### src/rtl/alu_pkg.sv
// Shared definitions for the ALU result path: opcodes, flag bit positions,
// default datapath width and a small opcode-class helper.
package alu_pkg;

  localparam int ALU_WIDTH = 32;

  localparam logic [2:0] OP_AND = 3'd0;
  localparam logic [2:0] OP_OR  = 3'd1;
  localparam logic [2:0] OP_XOR = 3'd2;
  localparam logic [2:0] OP_NOR = 3'd3;
  localparam logic [2:0] OP_ADD = 3'd4;
  localparam logic [2:0] OP_SUB = 3'd5;

  localparam int FLAG_Z = 3;
  localparam int FLAG_N = 2;
  localparam int FLAG_C = 1;
  localparam int FLAG_V = 0;

  typedef logic [3:0] flags_t;

  // Only the adder path produces meaningful carry/overflow; reserved ops fall
  // into the logical class.
  function automatic logic op_is_arith(input logic [2:0] op);
    return (op == OP_ADD) || (op == OP_SUB);
  endfunction

endpackage

### src/rtl/alu_flag_gen.sv
// Combinational {Z,N,C,V} generation from an ALU result and its opcode.
module alu_flag_gen
  import alu_pkg::*;
#(
  parameter int WIDTH = ALU_WIDTH
) (
  input  logic [WIDTH-1:0] result_i,
  input  logic [2:0]       op_i,
  input  logic             carry_i,
  input  logic             ovf_i,
  output flags_t           flags_o
);

  logic arith;

  assign arith = op_is_arith(op_i);

  always_comb begin
    flags_o         = '0;
    flags_o[FLAG_Z] = (result_i == '0);
    flags_o[FLAG_N] = result_i[WIDTH-1];
    flags_o[FLAG_C] = arith & carry_i;
    flags_o[FLAG_V] = arith & ovf_i;
  end

endmodule

### src/rtl/alu_result_stage.sv
// Registered ALU output stage: two-entry skid buffer with per-entry flags,
// sticky flag accumulation and a delivered-operation counter.
module alu_result_stage
  import alu_pkg::*;
#(
  parameter int WIDTH = ALU_WIDTH,
  parameter int CNT_W = 16
) (
  input  logic             clk,
  input  logic             rst,
  input  logic             in_valid,
  output logic             in_ready,
  input  logic [2:0]       in_op,
  input  logic [WIDTH-1:0] in_result,
  input  logic             in_carry,
  input  logic             in_ovf,
  output logic             out_valid,
  input  logic             out_ready,
  output logic [WIDTH-1:0] out_result,
  output logic [3:0]       out_flags,
  input  logic             clr_sticky,
  output logic [3:0]       sticky_flags,
  output logic [CNT_W-1:0] op_count
);

  localparam logic [1:0] ST_EMPTY = 2'd0;
  localparam logic [1:0] ST_ONE   = 2'd1;
  localparam logic [1:0] ST_FULL  = 2'd2;

  logic [1:0]       state_q, state_d;
  logic             in_ready_q, in_ready_d;
  logic [WIDTH-1:0] head_res_q, head_res_d;
  flags_t           head_flg_q, head_flg_d;
  logic [WIDTH-1:0] tail_res_q, tail_res_d;
  flags_t           tail_flg_q, tail_flg_d;
  flags_t           sticky_q, sticky_d;
  logic [CNT_W-1:0] count_q, count_d;

  flags_t new_flags;
  logic   accept;
  logic   deliver;

  alu_flag_gen #(.WIDTH(WIDTH)) u_flag_gen (
    .result_i (in_result),
    .op_i     (in_op),
    .carry_i  (in_carry),
    .ovf_i    (in_ovf),
    .flags_o  (new_flags)
  );

  assign accept  = in_valid && in_ready_q;
  assign deliver = (state_q != ST_EMPTY) && out_ready;

  always_comb begin
    state_d    = state_q;
    head_res_d = head_res_q;
    head_flg_d = head_flg_q;
    tail_res_d = tail_res_q;
    tail_flg_d = tail_flg_q;
    case (state_q)
      ST_EMPTY: begin
        if (accept) begin
          head_res_d = in_result;
          head_flg_d = new_flags;
          state_d    = ST_ONE;
        end
      end
      ST_ONE: begin
        if (accept && deliver) begin
          head_res_d = in_result;
          head_flg_d = new_flags;
        end else if (accept) begin
          tail_res_d = in_result;
          tail_flg_d = new_flags;
          state_d    = ST_FULL;
        end else if (deliver) begin
          state_d = ST_EMPTY;
        end
      end
      ST_FULL: begin
        // in_ready is low here, so only the head can move.
        if (deliver) begin
          head_res_d = tail_res_q;
          head_flg_d = tail_flg_q;
          state_d    = ST_ONE;
        end
      end
      default: state_d = ST_EMPTY;
    endcase
    in_ready_d = (state_d != ST_FULL);
  end

  always_comb begin
    sticky_d = sticky_q;
    if (accept) begin
      sticky_d = clr_sticky ? new_flags : (sticky_q | new_flags);
    end else if (clr_sticky) begin
      sticky_d = '0;
    end
  end

  assign count_d = deliver ? (count_q + CNT_W'(1)) : count_q;

  always_ff @(posedge clk or posedge rst) begin
    if (rst) begin
      state_q    <= ST_EMPTY;
      in_ready_q <= 1'b1;
      head_res_q <= '0;
      head_flg_q <= '0;
      tail_res_q <= '0;
      tail_flg_q <= '0;
      sticky_q   <= '0;
      count_q    <= '0;
    end else begin
      state_q    <= state_d;
      in_ready_q <= in_ready_d;
      head_res_q <= head_res_d;
      head_flg_q <= head_flg_d;
      tail_res_q <= tail_res_d;
      tail_flg_q <= tail_flg_d;
      sticky_q   <= sticky_d;
      count_q    <= count_d;
    end
  end

  assign in_ready     = in_ready_q;
  assign out_valid    = (state_q != ST_EMPTY);
  assign out_result   = head_res_q;
  assign out_flags    = head_flg_q;
  assign sticky_flags = sticky_q;
  assign op_count     = count_q;

endmodule

### config.mk
export PLATFORM = sky130hd
export DESIGN_NAME = alu_result_stage
export DESIGN_NICKNAME = d
export VERILOG_FILES = /design/src/rtl/alu_pkg.sv /design/src/rtl/alu_flag_gen.sv /design/src/rtl/alu_result_stage.sv
export SDC_FILE = /design/constraint.sdc
export NUM_CORES = 1
export LEC_CHECK = 0
export BUFFER_PORTS_ARGS = -buffer_cell sky130_fd_sc_hd__buf_4
export CAP_MARGIN = 20
export CORE_MARGIN = 4
export CORE_UTILIZATION = 50
export DETAILED_ROUTE_END_ITERATION = 10
export GPL_ROUTABILITY_DRIVEN = 1
export PLACE_DENSITY_LB_ADDON = 0.12
export SYNTH_ARGS = -nofsm -noshare
export SYNTH_HDL_FRONTEND = slang
export SYNTH_SLANG_ARGS = --single-unit
### constraint.sdc
create_clock -name clk -period 7.5 [get_ports clk]
set_input_delay 0.75 -clock clk [delete_from_list [all_inputs] [get_ports clk]]
set_output_delay 0.75 -clock clk [all_outputs]
set_load 0.03 [all_outputs]
---- Word level (Yosys, flattened, before mapping) ----
Index checks and enable logic that the tools add are counted.
storage, ports and cells
  register bits ........................... 95
  bits of input ports ..................... 42
  logic and storage cells ................. 49
operators by class
  $add $sub $neg .......................... 1
  eq/ne operators ......................... 8
  mux-type cells .......................... 17
  bitwise logic cells ..................... 4
  reductions and logical operators ........ 11
operators with widths
  kind                   number
  $mux 32                3
  $pmux 32 s3            1
  $logic_not 32->1       1
  $mux 4                 6
  $add 16x1->16 const B  1
  $pmux 4 s3             1
  $mux 2                 5
  $ne 2x2->1 const B     4
  $eq 3x3->1 const B     2
  $pmux 2 s3             1
  $or 4x4->4             1
  $reduce_and 4->1       1
  $reduce_bool 2->1      2
  $logic_and 1x1->1      3
  $reduce_and 3->1       1
  $reduce_bool 3->1      1
  $and 1x1->1            2
  $eq 2x1->1 const B     1
  $eq 2x2->1 const B     1
  $logic_not 2->1        1
  $logic_or 1x1->1       1
  $not 1->1              1

---- Longest topological paths before layout ----
Gate-level depths: netlist of the first run.
  word-level depth ........................ 7
  mapped depth ............................ 8

---- By module ----
A second synthesis of the first run with hierarchy kept.
unflattened totals
  cells, all modules ...................... 347
  area, all modules ....................... 4,140.2 sq um
by module, submodules not included
  module            instances  cells an instance  area each (sq um)  sequential area each (sq um)
  alu_result_stage  1          333                4,042.6            2,378.5
  alu_flag_gen      1          14                 97.6               0.0

---- Least setup slack after synthesis of the first run ----
OpenSTA, ideal clock, no wires.
  path type ............................... input to register
  start ................................... input out_ready
  end ..................................... register tail_flg_q[2]
  data arrival time ....................... 1.815 ns
  slack ................................... 5.568 ns
  stages .................................. 6
  buffers on the path ..................... 3
  cell sequence ........................... buf_4 or4b_1 buf_4 buf_6 nand2_1 nand2_1
on the way
  word-level cells in the longest chain between the ends .. 4
ends and longest elaborated chain
  item                        line                     source
  start, declared             alu_result_stage.sv:18   input logic out_ready,
  $logic_and 1x1->1           alu_result_stage.sv:52   assign deliver = (state_q != ST_EMPTY) && out_ready;
  $logic_and 1x1->1           alu_result_stage.sv:69   if (accept && deliver) begin
  $not 1->1 (no line)         n/a
  $reduce_and 3->1 (no line)  n/a
  end signal, assigned        alu_result_stage.sv:120  tail_flg_q <= tail_flg_d;
  end, declared               alu_result_stage.sv:35   flags_t tail_flg_q, tail_flg_d;
Every way passes these cells.
A chain may end at the register's enable or synchronous reset.

---- Final worst setup path of the first run ----
  start ................................... register state_q[1]
  end ..................................... register head_flg_q[0], in the netlist out_flags[0]
on the way
  word-level cells in the longest chain between the ends .. 5
  elaborated cells on any way between the ends .. 12
  those cells by class .................... 5 x eq/ne; 1 x mux; 6 x reduce/logical
ends and longest elaborated chain
  item                        line                     source
  start, declared             alu_result_stage.sv:30   logic [1:0] state_q, state_d;
  start signal, assigned      alu_result_stage.sv:115  state_q <= state_d;
  $reduce_bool 2->1           alu_result_stage.sv:52
  $logic_and 1x1->1           alu_result_stage.sv:52
  $logic_and 1x1->1           alu_result_stage.sv:69
  $ne 2x2->1 (no line)        n/a
  $reduce_and 4->1 (no line)  n/a
  end signal, assigned        alu_result_stage.sv:118  head_flg_q <= head_flg_d;
  end, declared               alu_result_stage.sv:33   flags_t head_flg_q, head_flg_d;
Parallel ways exist; a longest one is shown, timed or not.

==> results of run 1 <==
==> cells by family (layout without fill, tap and decap cells) <==
kind of cell | after synthesis | in the layout | synth area share (%)
DFF | 93 | 93 | 56.9
xor gates and xnor gates | 15 | 15 | 3.21
AOI/OAI and AO/OA | 49 | 49 | 6.82
muxes | 36 | 36 | 8.93
and+or+nand+nor | 183 | 183 | 19.4
adders and majority gates | 1 | 1 | 0.306
buffers and inverters | 28 | 125 | 4.40
==> registers in the layout, indices dropped and copies added (netlist names) <==
name	flops
tail_flg_q	4
out_flags	4
out_result	31
sticky_flags	4
in_ready	1
state_q	2
op_count	16
tail_res_q	31
==> cell type report <==
cell class                      instances  area [um2]  share of cell area, %
Clock buffer                            9         124                   2.42
Inverter                                5        21.3                  0.415
Sequential cell                        93        2330                   45.5
Tap cell                              102         128                   2.49
Clock inverter                          7         123                   2.39
Multi-Input combinational cell        284        1600                   31.2
Timing Repair Buffer                  104         801                   15.6
==> per-stage QoR <==
| stage | instances | total power, mW |
|---|---|---|
| finish | 604 | 2.00 |
| global placement | 586 | 1.58 |
| floorplan | 405 | 1.35 |
| CTS | 602 | 2.01 |
| detailed placement | 586 | 1.61 |
| global route | 604 | 2.13 |
==> worst paths after layout <==
| kind | startpoint | endpoint | slack (ps) | depth (start not counted) |
|---|---|---|---|---|
| worst max register to register | state_q[1]$_DFF_PP0_ | out_flags[0]$_DFFE_PP0P_ | 5340 | 4 |
| worst min register to register | tail_res_q[13]$_DFFE_PP0P_ | tail_res_q[13]$_DFFE_PP0P_ | 480 | 2 |
| min in group clk | tail_res_q[13]$_DFFE_PP0P_ | tail_res_q[13]$_DFFE_PP0P_ | 480 | 2 |
| worst min-delay path | rst | op_count[15]$_DFFE_PP0P_ | 410 | 2 |
| max in group asynchronous | rst | op_count[10]$_DFFE_PP0P_ | 6020 | 3 |
| worst max-delay path | state_q[1]$_DFF_PP0_ | out_flags[0]$_DFFE_PP0P_ | 5340 | 4 |
==> per-layer routing <==
metal | wire, um | vias up | part of all wire, %
li1 | - | 1528 | -
met1 | 4170 | 1456 | 47
met2 | 4120 | 74 | 47
met3 | 428 | 7 | 4.9
met4 | 80 | 0 | 0.91
met5 | 0 | - | 0
==> cell usage after synthesis <==
cell | n | area share [%]
dfstp_2 | 1 | 0.64
nand3_1 | 7 | 0.86
and4b_1 | 1 | 0.24
a21o_1 | 1 | 0.18
and3_1 | 2 | 0.31
or2_2 | 2 | 0.31
clkbuf_1 | 1 | 0.092
clkbuf_2 | 2 | 0.24
and4bb_1 | 1 | 0.31
mux2_1 | 3 | 0.83
xnor2_1 | 12 | 2.6
o22ai_1 | 3 | 0.46
and4_1 | 1 | 0.21
o21ai_1 | 30 | 3.7
mux2i_1 | 32 | 7.8
buf_4 | 4 | 0.73
o31ai_1 | 1 | 0.18
nand4_1 | 7 | 1.1
o21ai_2 | 1 | 0.21
nor2b_1 | 2 | 0.31
ha_1 | 1 | 0.31
nor4b_2 | 1 | 0.37
a21oi_1 | 2 | 0.24
nor3_1 | 1 | 0.12
a211oi_4 | 1 | 0.49
nor2_1 | 4 | 0.37
nand3b_1 | 1 | 0.18
xor2_1 | 3 | 0.64
a211o_1 | 1 | 0.21
or4b_1 | 1 | 0.24
o21ai_0 | 8 | 0.98
nor4_1 | 8 | 1.2
inv_1 | 5 | 0.46
mux2_2 | 1 | 0.28
nand2_1 | 142 | 13
nand2_2 | 1 | 0.15
nand2b_1 | 1 | 0.15
o211ai_1 | 1 | 0.18
buf_6 | 6 | 1.7
dfrtp_1 | 92 | 56
buf_2 | 10 | 1.2
==> power by group <==
group	internal, mW	switching, mW
Clock	0.223	0.176
Combinational	0.298	0.472
Sequential	0.699	0.128
Total	1.22	0.775
==> impl_metrics.xml, run 1 <==
<?xml version="1.0" encoding="UTF-8"?>
<metrics>
  <group name="status">
    <metric name="outcome" unit="">complete, no violations</metric>
  </group>
  <group name="floorplan">
    <metric name="die_footprint" unit="um2">9700</metric>
    <metric name="core" unit="um2">7850</metric>
    <metric name="row_count" unit="">32</metric>
    <metric name="die_height" unit="um">98.5</metric>
    <metric name="design.portCount" unit="">100</metric>
    <metric name="start_util" unit="%">52.2</metric>
    <metric name="width_of_the_die" unit="um">98.5</metric>
  </group>
  <group name="clocking">
    <metric name="cts_hold_repair.buffers" unit="">0</metric>
    <metric name="clk-insertion-delay-late" unit="ps">350</metric>
    <metric name="cts_made_buffers" unit="">9</metric>
    <metric name="cts_max_level" unit="">3</metric>
    <metric name="cts_resized" unit="">0</metric>
    <metric name="clock_sink_count" unit="">93</metric>
    <metric name="cts_root_cell" unit="">clkbuf_8</metric>
    <metric name="clock_tree.buffer_depth" unit="">2</metric>
    <metric name="tritoncts_clock_tree" unit="">yes</metric>
    <metric name="path_clk_slew" unit="ps">90</metric>
    <metric name="cts_setup_buffers" unit="">0</metric>
  </group>
  <group name="cells_and_area">
    <metric name="layout.cells.most_common" unit="">nand2_1</metric>
    <metric name="antenna_cells" unit="">0</metric>
    <metric name="utilization" unit="%">65.2</metric>
    <metric name="area.growth.synth_to_final" unit="%">25.1</metric>
    <metric name="layout.cells.most_common_list" unit="">142 x nand2_1, 102 x buf_4, 92 x dfrtp_1, 32 x mux2i_1, 30 x o21ai_1</metric>
    <metric name="final.fill_count" unit="">683</metric>
    <metric name="final_cell_area" unit="um2">5120</metric>
    <metric name="share_of_post_route_cells_with_drive_strength_above_1" unit="%">25.9</metric>
    <metric name="finish.net_count" unit="">540</metric>
  </group>
  <group name="place">
    <metric name="dpl_cell_area" unit="um2">4840</metric>
    <metric name="placement.io_buffers" unit="">98</metric>
    <metric name="dp_hpwl" unit="um">6050</metric>
    <metric name="placement.setup.worst_slack" unit="ps">4390</metric>
    <metric name="gpl.final_weighted_congestion" unit="">0.797</metric>
  </group>
  <group name="critical_path">
    <metric name="cp_max_fo" unit="">35</metric>
    <metric name="critical_path_launch_point_type" unit="">register</metric>
    <metric name="timing.critical_path.required" unit="ps">7730</metric>
    <metric name="critical-path-slowest-cell" unit="">dfrtp_1</metric>
    <metric name="cpLargestDelayFamily" unit="">flip-flops</metric>
    <metric name="cp_num_buf_inv" unit="">1</metric>
    <metric name="path_class" unit="">reg2reg</metric>
    <metric name="end_kind" unit="">register</metric>
    <metric name="timing.critical_path.cells" unit="">nor2b_1 -&gt; a211oi_4 -&gt; buf_4 -&gt; mux2_1</metric>
    <metric name="critical_path_arrival" unit="ps">2390</metric>
    <metric name="slowest_delay" unit="ps">510</metric>
  </group>
  <group name="detailed_routing">
    <metric name="wire_per_inst" unit="um">14.6</metric>
    <metric name="initialDrtViolationCount" unit="">108</metric>
    <metric name="drt-total-wl" unit="um">8800</metric>
    <metric name="drt_pass1_iterations" unit="">4</metric>
    <metric name="vias" unit="">3065</metric>
    <metric name="detail_route.drc_violations" unit="">0</metric>
    <metric name="drtAntennaViolNets" unit="">0</metric>
    <metric name="route.detailed.vias_per_inst" unit="">5.07</metric>
  </group>
  <group name="sta">
    <metric name="final.min_clock_period" unit="ps">2160</metric>
    <metric name="slew_at_the_pin_closest_to_its_max_slew_limit" unit="ps">694</metric>
    <metric name="grt_setup_unrepaired" unit="">no</metric>
    <metric name="fin_hold_ws" unit="ps">410</metric>
    <metric name="post-route-period-util" unit="%">28.8</metric>
    <metric name="setup-violations-final" unit="">0</metric>
    <metric name="setup_slack" unit="ps">5340</metric>
    <metric name="max-slew-margin-rel" unit="%">53.4</metric>
    <metric name="slew_viol_final" unit="">0</metric>
    <metric name="timing_hold_violations_final" unit="">0</metric>
    <metric name="skew" unit="ps">8.16</metric>
    <metric name="maxClockFrequency" unit="MHz">464</metric>
    <metric name="fin_tns_setup" unit="ps">0</metric>
  </group>
  <group name="grt">
    <metric name="grt_util_met1" unit="%">27.3</metric>
    <metric name="grt_overflow" unit="">0</metric>
    <metric name="use_met2" unit="%">29.4</metric>
    <metric name="grt_first_pass_wirelength" unit="um">14900</metric>
    <metric name="grt.total_usage" unit="%">19.0</metric>
    <metric name="grt_pass1_vias" unit="">3045</metric>
    <metric name="global_route.usage.met3" unit="%">4.67</metric>
    <metric name="number_of_antenna_violations_at_the_first_check_in_global_routing" unit="">0</metric>
    <metric name="grt.busiest_layer" unit="">met2</metric>
    <metric name="grt_max_degree" unit="">56</metric>
  </group>
  <group name="min_path">
    <metric name="worstHoldPathType" unit="">in2async</metric>
  </group>
  <group name="logic_synthesis">
    <metric name="synth_cell_area" unit="um2">4090</metric>
    <metric name="syn_inst" unit="">405</metric>
    <metric name="synth-seq-cells" unit="">93</metric>
    <metric name="syn_avg_cell_area" unit="um2">10.1</metric>
    <metric name="syn-num-nets" unit="">448</metric>
    <metric name="synth.distinct_cells" unit="">41</metric>
    <metric name="proportion_of_synthesized_chip_area_in_sequential_cells" unit="%">56.9</metric>
    <metric name="synth.yosys.warnings" unit="">0</metric>
  </group>
  <group name="run">
    <metric name="max_cap_viols" unit="">0</metric>
  </group>
  <group name="power">
    <metric name="p_leak" unit="nW">2.72</metric>
    <metric name="total_power_per_unit_cell_area" unit="nW/um2">390</metric>
    <metric name="worst_ir_drop_vdd" unit="mV">0.244</metric>
  </group>
</metrics>
Power figures use the tool's default switching activity.
==> run 2, diff against run 1 <==
Settings changed: ABC_AREA set to 1.
Clock period 7.5 ns to 2.17 ns, I/O delays scaled along.
==> run 2 against run 1 <==
  * Critical path type unchanged
  * Largest power group is now combinational cells
  * Critical path depth up 3
  * Clock skew rose by 2.3 ps
  * Power rose to 3.6 times the previous value
==> impl_metrics.xml, run 2 <==
<?xml version="1.0" encoding="UTF-8"?>
<metrics>
  <group name="status">
    <metric name="outcome" unit="">complete, no violations</metric>
  </group>
  <group name="cells_and_area">
    <metric name="area.growth.synth_to_final" unit="%">23.8</metric>
    <metric name="final_cell_area" unit="um2">5250</metric>
    <metric name="layout.cells.most_common_list" unit="">217 x nand2_1, 105 x buf_4, 92 x dfrtp_1, 66 x nor2_1, 30 x inv_1</metric>
    <metric name="share_of_post_route_cells_with_drive_strength_above_1" unit="%">23.1</metric>
    <metric name="final.fill_count" unit="">738</metric>
    <metric name="finish.net_count" unit="">653</metric>
    <metric name="layout.cells.most_common" unit="">nand2_1</metric>
    <metric name="final_cells" unit="">720</metric>
    <metric name="antenna_cells" unit="">0</metric>
    <metric name="utilization" unit="%">63.9</metric>
  </group>
  <group name="critical_path">
    <metric name="cpLargestDelayFamily" unit="">flip-flops</metric>
    <metric name="worst_r2r_path_depth" unit="">7</metric>
    <metric name="critical_path_launch_point_type" unit="">register</metric>
    <metric name="slowest_delay" unit="ps">540</metric>
    <metric name="crit-reg2reg-capture" unit="">out_result[18]$_DFFE_PP0P_</metric>
    <metric name="timing.critical_path.required" unit="ps">2430</metric>
    <metric name="end_kind" unit="">register</metric>
    <metric name="path_class" unit="">reg2reg</metric>
    <metric name="reg2reg_setup_slack" unit="ps">530</metric>
    <metric name="startpoint_of_the_worst_slack_reg_to_reg_timing_path" unit="">in_ready$_DFF_PP1_</metric>
    <metric name="critical_path_arrival" unit="ps">1900</metric>
    <metric name="cp_num_buf_inv" unit="">2</metric>
    <metric name="timing.critical_path.cells" unit="">nand2_1 -&gt; o21ai_0 -&gt; nand2_2 -&gt; inv_2 -&gt; buf_4 -&gt; nor2_1 -&gt; a31oi_1</metric>
    <metric name="cp_max_fo" unit="">32</metric>
    <metric name="critical-path-slowest-cell" unit="">dfstp_2</metric>
  </group>
  <group name="clocking">
    <metric name="clk-insertion-delay-late" unit="ps">340</metric>
    <metric name="clock_tree.buffer_depth" unit="">2</metric>
    <metric name="cts_made_buffers" unit="">9</metric>
    <metric name="cts_setup_buffers" unit="">0</metric>
    <metric name="tritoncts_clock_tree" unit="">yes</metric>
    <metric name="cts_root_cell" unit="">clkbuf_8</metric>
    <metric name="clock_sink_count" unit="">93</metric>
    <metric name="path_clk_slew" unit="ps">90</metric>
    <metric name="cts_max_level" unit="">3</metric>
  </group>
  <group name="logic_synthesis">
    <metric name="synth_largest_type_area_fraction" unit="%">54.3</metric>
    <metric name="synth_cell_area" unit="um2">4240</metric>
    <metric name="synth.cells.most_frequent" unit="">217 x nand2_1, 92 x dfrtp_1, 66 x nor2_1, 31 x inv_1, 24 x a31oi_1</metric>
    <metric name="number_of_synthesized_flops_with_an_enable_pin" unit="">0</metric>
    <metric name="syn_inst" unit="">514</metric>
    <metric name="syn-num-nets" unit="">557</metric>
    <metric name="post-synth-top-count-cell" unit="">nand2_1</metric>
    <metric name="synth_top_cells_by_area" unit="">dfrtp_1 54%, nand2_1 19%, nor2_1 5.8%</metric>
    <metric name="synth_top_area_cell" unit="">dfrtp_1</metric>
    <metric name="synth.distinct_cells" unit="">27</metric>
    <metric name="syn_avg_cell_area" unit="um2">8.25</metric>
    <metric name="synth.yosys.warnings" unit="">0</metric>
    <metric name="proportion_of_synthesized_chip_area_in_sequential_cells" unit="%">54.9</metric>
    <metric name="dominantRegCellSynth" unit="">dfrtp_1</metric>
    <metric name="synth-seq-cells" unit="">93</metric>
    <metric name="asyncSetResetFlopFracSynth" unit="%">100</metric>
  </group>
  <group name="min_path">
    <metric name="worstHoldEndpoint" unit="">sticky_flags[1]$_DFFE_PP0P_</metric>
    <metric name="worstHoldPathType" unit="">in2reg</metric>
    <metric name="start_point_of_the_worst_min_delay_path" unit="">clr_sticky</metric>
    <metric name="min_delay_path_depth" unit="">2</metric>
  </group>
  <group name="detailed_routing">
    <metric name="drt_pass1_iterations" unit="">5</metric>
    <metric name="drt-total-wl" unit="um">9430</metric>
    <metric name="vias" unit="">3549</metric>
    <metric name="drtAntennaViolNets" unit="">0</metric>
    <metric name="route.detailed.vias_per_inst" unit="">4.93</metric>
    <metric name="initialDrtViolationCount" unit="">120</metric>
    <metric name="wire_per_inst" unit="um">13.1</metric>
    <metric name="detail_route.drc_violations" unit="">0</metric>
  </group>
  <group name="place">
    <metric name="placement.io_buffers" unit="">98</metric>
    <metric name="placement.setup.worst_slack" unit="ps">518</metric>
    <metric name="dpl.cell_count" unit="">703</metric>
    <metric name="gpl.final_weighted_congestion" unit="">0.794</metric>
    <metric name="dpl_cell_area" unit="um2">5050</metric>
    <metric name="dp_hpwl" unit="um">6620</metric>
  </group>
  <group name="sta">
    <metric name="maxClockFrequency" unit="MHz">610</metric>
    <metric name="final.min_clock_period" unit="ps">1640</metric>
    <metric name="setup_slack" unit="ps">530</metric>
    <metric name="skew" unit="ps">10.4</metric>
    <metric name="fin_tns_setup" unit="ps">0</metric>
    <metric name="timing_hold_violations_final" unit="">0</metric>
    <metric name="slew_at_the_pin_closest_to_its_max_slew_limit" unit="ps">553</metric>
    <metric name="grt_setup_unrepaired" unit="">no</metric>
    <metric name="setup-violations-final" unit="">0</metric>
    <metric name="fin_hold_ws" unit="ps">72.2</metric>
    <metric name="post-route-period-util" unit="%">75.6</metric>
    <metric name="max-slew-margin-rel" unit="%">63.1</metric>
    <metric name="slew_viol_final" unit="">0</metric>
  </group>
  <group name="power">
    <metric name="total_power_per_unit_cell_area" unit="nW/um2">1380</metric>
    <metric name="worst_ir_drop_vdd" unit="mV">0.633</metric>
    <metric name="design_power_total" unit="mW">7.23</metric>
    <metric name="p_leak" unit="nW">2.67</metric>
  </group>
  <group name="floorplan">
    <metric name="core" unit="um2">8220</metric>
    <metric name="row_count" unit="">33</metric>
    <metric name="width_of_the_die" unit="um">100</metric>
    <metric name="design.portCount" unit="">100</metric>
    <metric name="start_util" unit="%">51.6</metric>
    <metric name="die_footprint" unit="um2">10000</metric>
    <metric name="die_height" unit="um">100</metric>
  </group>
  <group name="grt">
    <metric name="grt.total_usage" unit="%">20.1</metric>
    <metric name="grt_first_pass_wirelength" unit="um">16100</metric>
    <metric name="grt_max_degree" unit="">47</metric>
    <metric name="grt_overflow" unit="">0</metric>
    <metric name="number_of_antenna_violations_at_the_first_check_in_global_routing" unit="">0</metric>
    <metric name="grt_pass1_vias" unit="">3493</metric>
  </group>
  <group name="run">
    <metric name="max_cap_viols" unit="">0</metric>
  </group>
</metrics>
-- run 2: cell types whose count changed in the layout (fill, tap and decap cells not counted), sizes merged, moves of 3 or more --
cell    previous run  this run
nand4              7         2
inv                6        33
clkbuf             9        12
nand2            143       221
mux2               4         0
nor2               4        69
a31oi              0        34
xor2               3         8
nor4               8         0
clkinv             1         4
mux2i             32         0
xnor2             12         3
o21ai             39        12
-- run 2: cell families after synthesis --
| group | Yosys count | share of synthesized area, % |
|---|---|---|
| xor gates and xnor gates | 11 | 2.27 |
| DFF | 93 | 54.9 |
| AOI/OAI and AO/OA | 49 | 8.35 |
| and+or+nand+nor | 303 | 28.0 |
| adders and majority gates | 1 | 0.295 |
| buffers and inverters | 57 | 6.20 |
-- run 2: what timing repair did --
action / CTS / global route
hold endpoints to repair: 23 / 0
gates resized for setup: 0 / 0
hold buffers: 1 / 0
-- run 2: worst max-delay path by stage --
stage,to,slack [ps],cells past startpoint,startpoint
2_1_floorplan,out_result[21]$_DFFE_PP0P_,630,7,in_ready$_DFF_PP1_
3_3_place_gp,out_result[22]$_DFFE_PP0P_,560,7,in_ready$_DFF_PP1_
3_5_place_dp,out_result[18]$_DFFE_PP0P_,520,7,in_ready$_DFF_PP1_
4_1_cts,out_result[22]$_DFFE_PP0P_,500,7,in_ready$_DFF_PP1_
5_1_grt,out_result[22]$_DFFE_PP0P_,340,7,in_ready$_DFF_PP1_
6_report,out_result[18]$_DFFE_PP0P_,530,7,in_ready$_DFF_PP1_
-- run 2: worst reg2reg max path, stage by stage (launching register included) --
cell and delay, ps:
dfstp_2 540, nand2_1 70, o21ai_0 200, nand2_2 110
inv_2 70, buf_4 330, nor2_1 90, a31oi_1 160
-- run 2: per-layer routing --
metal  share of wire, %  vias up  GRT usage [%]  wire [um]
met2                 50       82           34.0       4700
li1                   -     1795              -          -
met1                 44     1666           26.4       4160
met3                5.2        6           3.82        493
met4               0.74        0           5.91         70
met5                  0        -              0          0
-- run 2: final cells by class --
| class | instances | area [um2] | area share [%] |
|---|---|---|---|
| Inverter | 35 | 136 | 2.60 |
| Timing Repair Buffer | 107 | 818 | 15.6 |
| Tap cell | 105 | 131 | 2.50 |
| Sequential cell | 93 | 2330 | 44.4 |
| Multi-Input combinational cell | 364 | 1650 | 31.4 |
| Clock buffer | 12 | 135 | 2.58 |
| Clock inverter | 4 | 48.8 | 0.930 |
-- run 2: report_power, final --
group	internal (mW)	switching (mW)	total, mW
Clock	0.533	0.565	1.10
Sequential	2.45	0.422	2.87
Combinational	1.17	2.09	3.26
Total	4.15	3.08	7.23
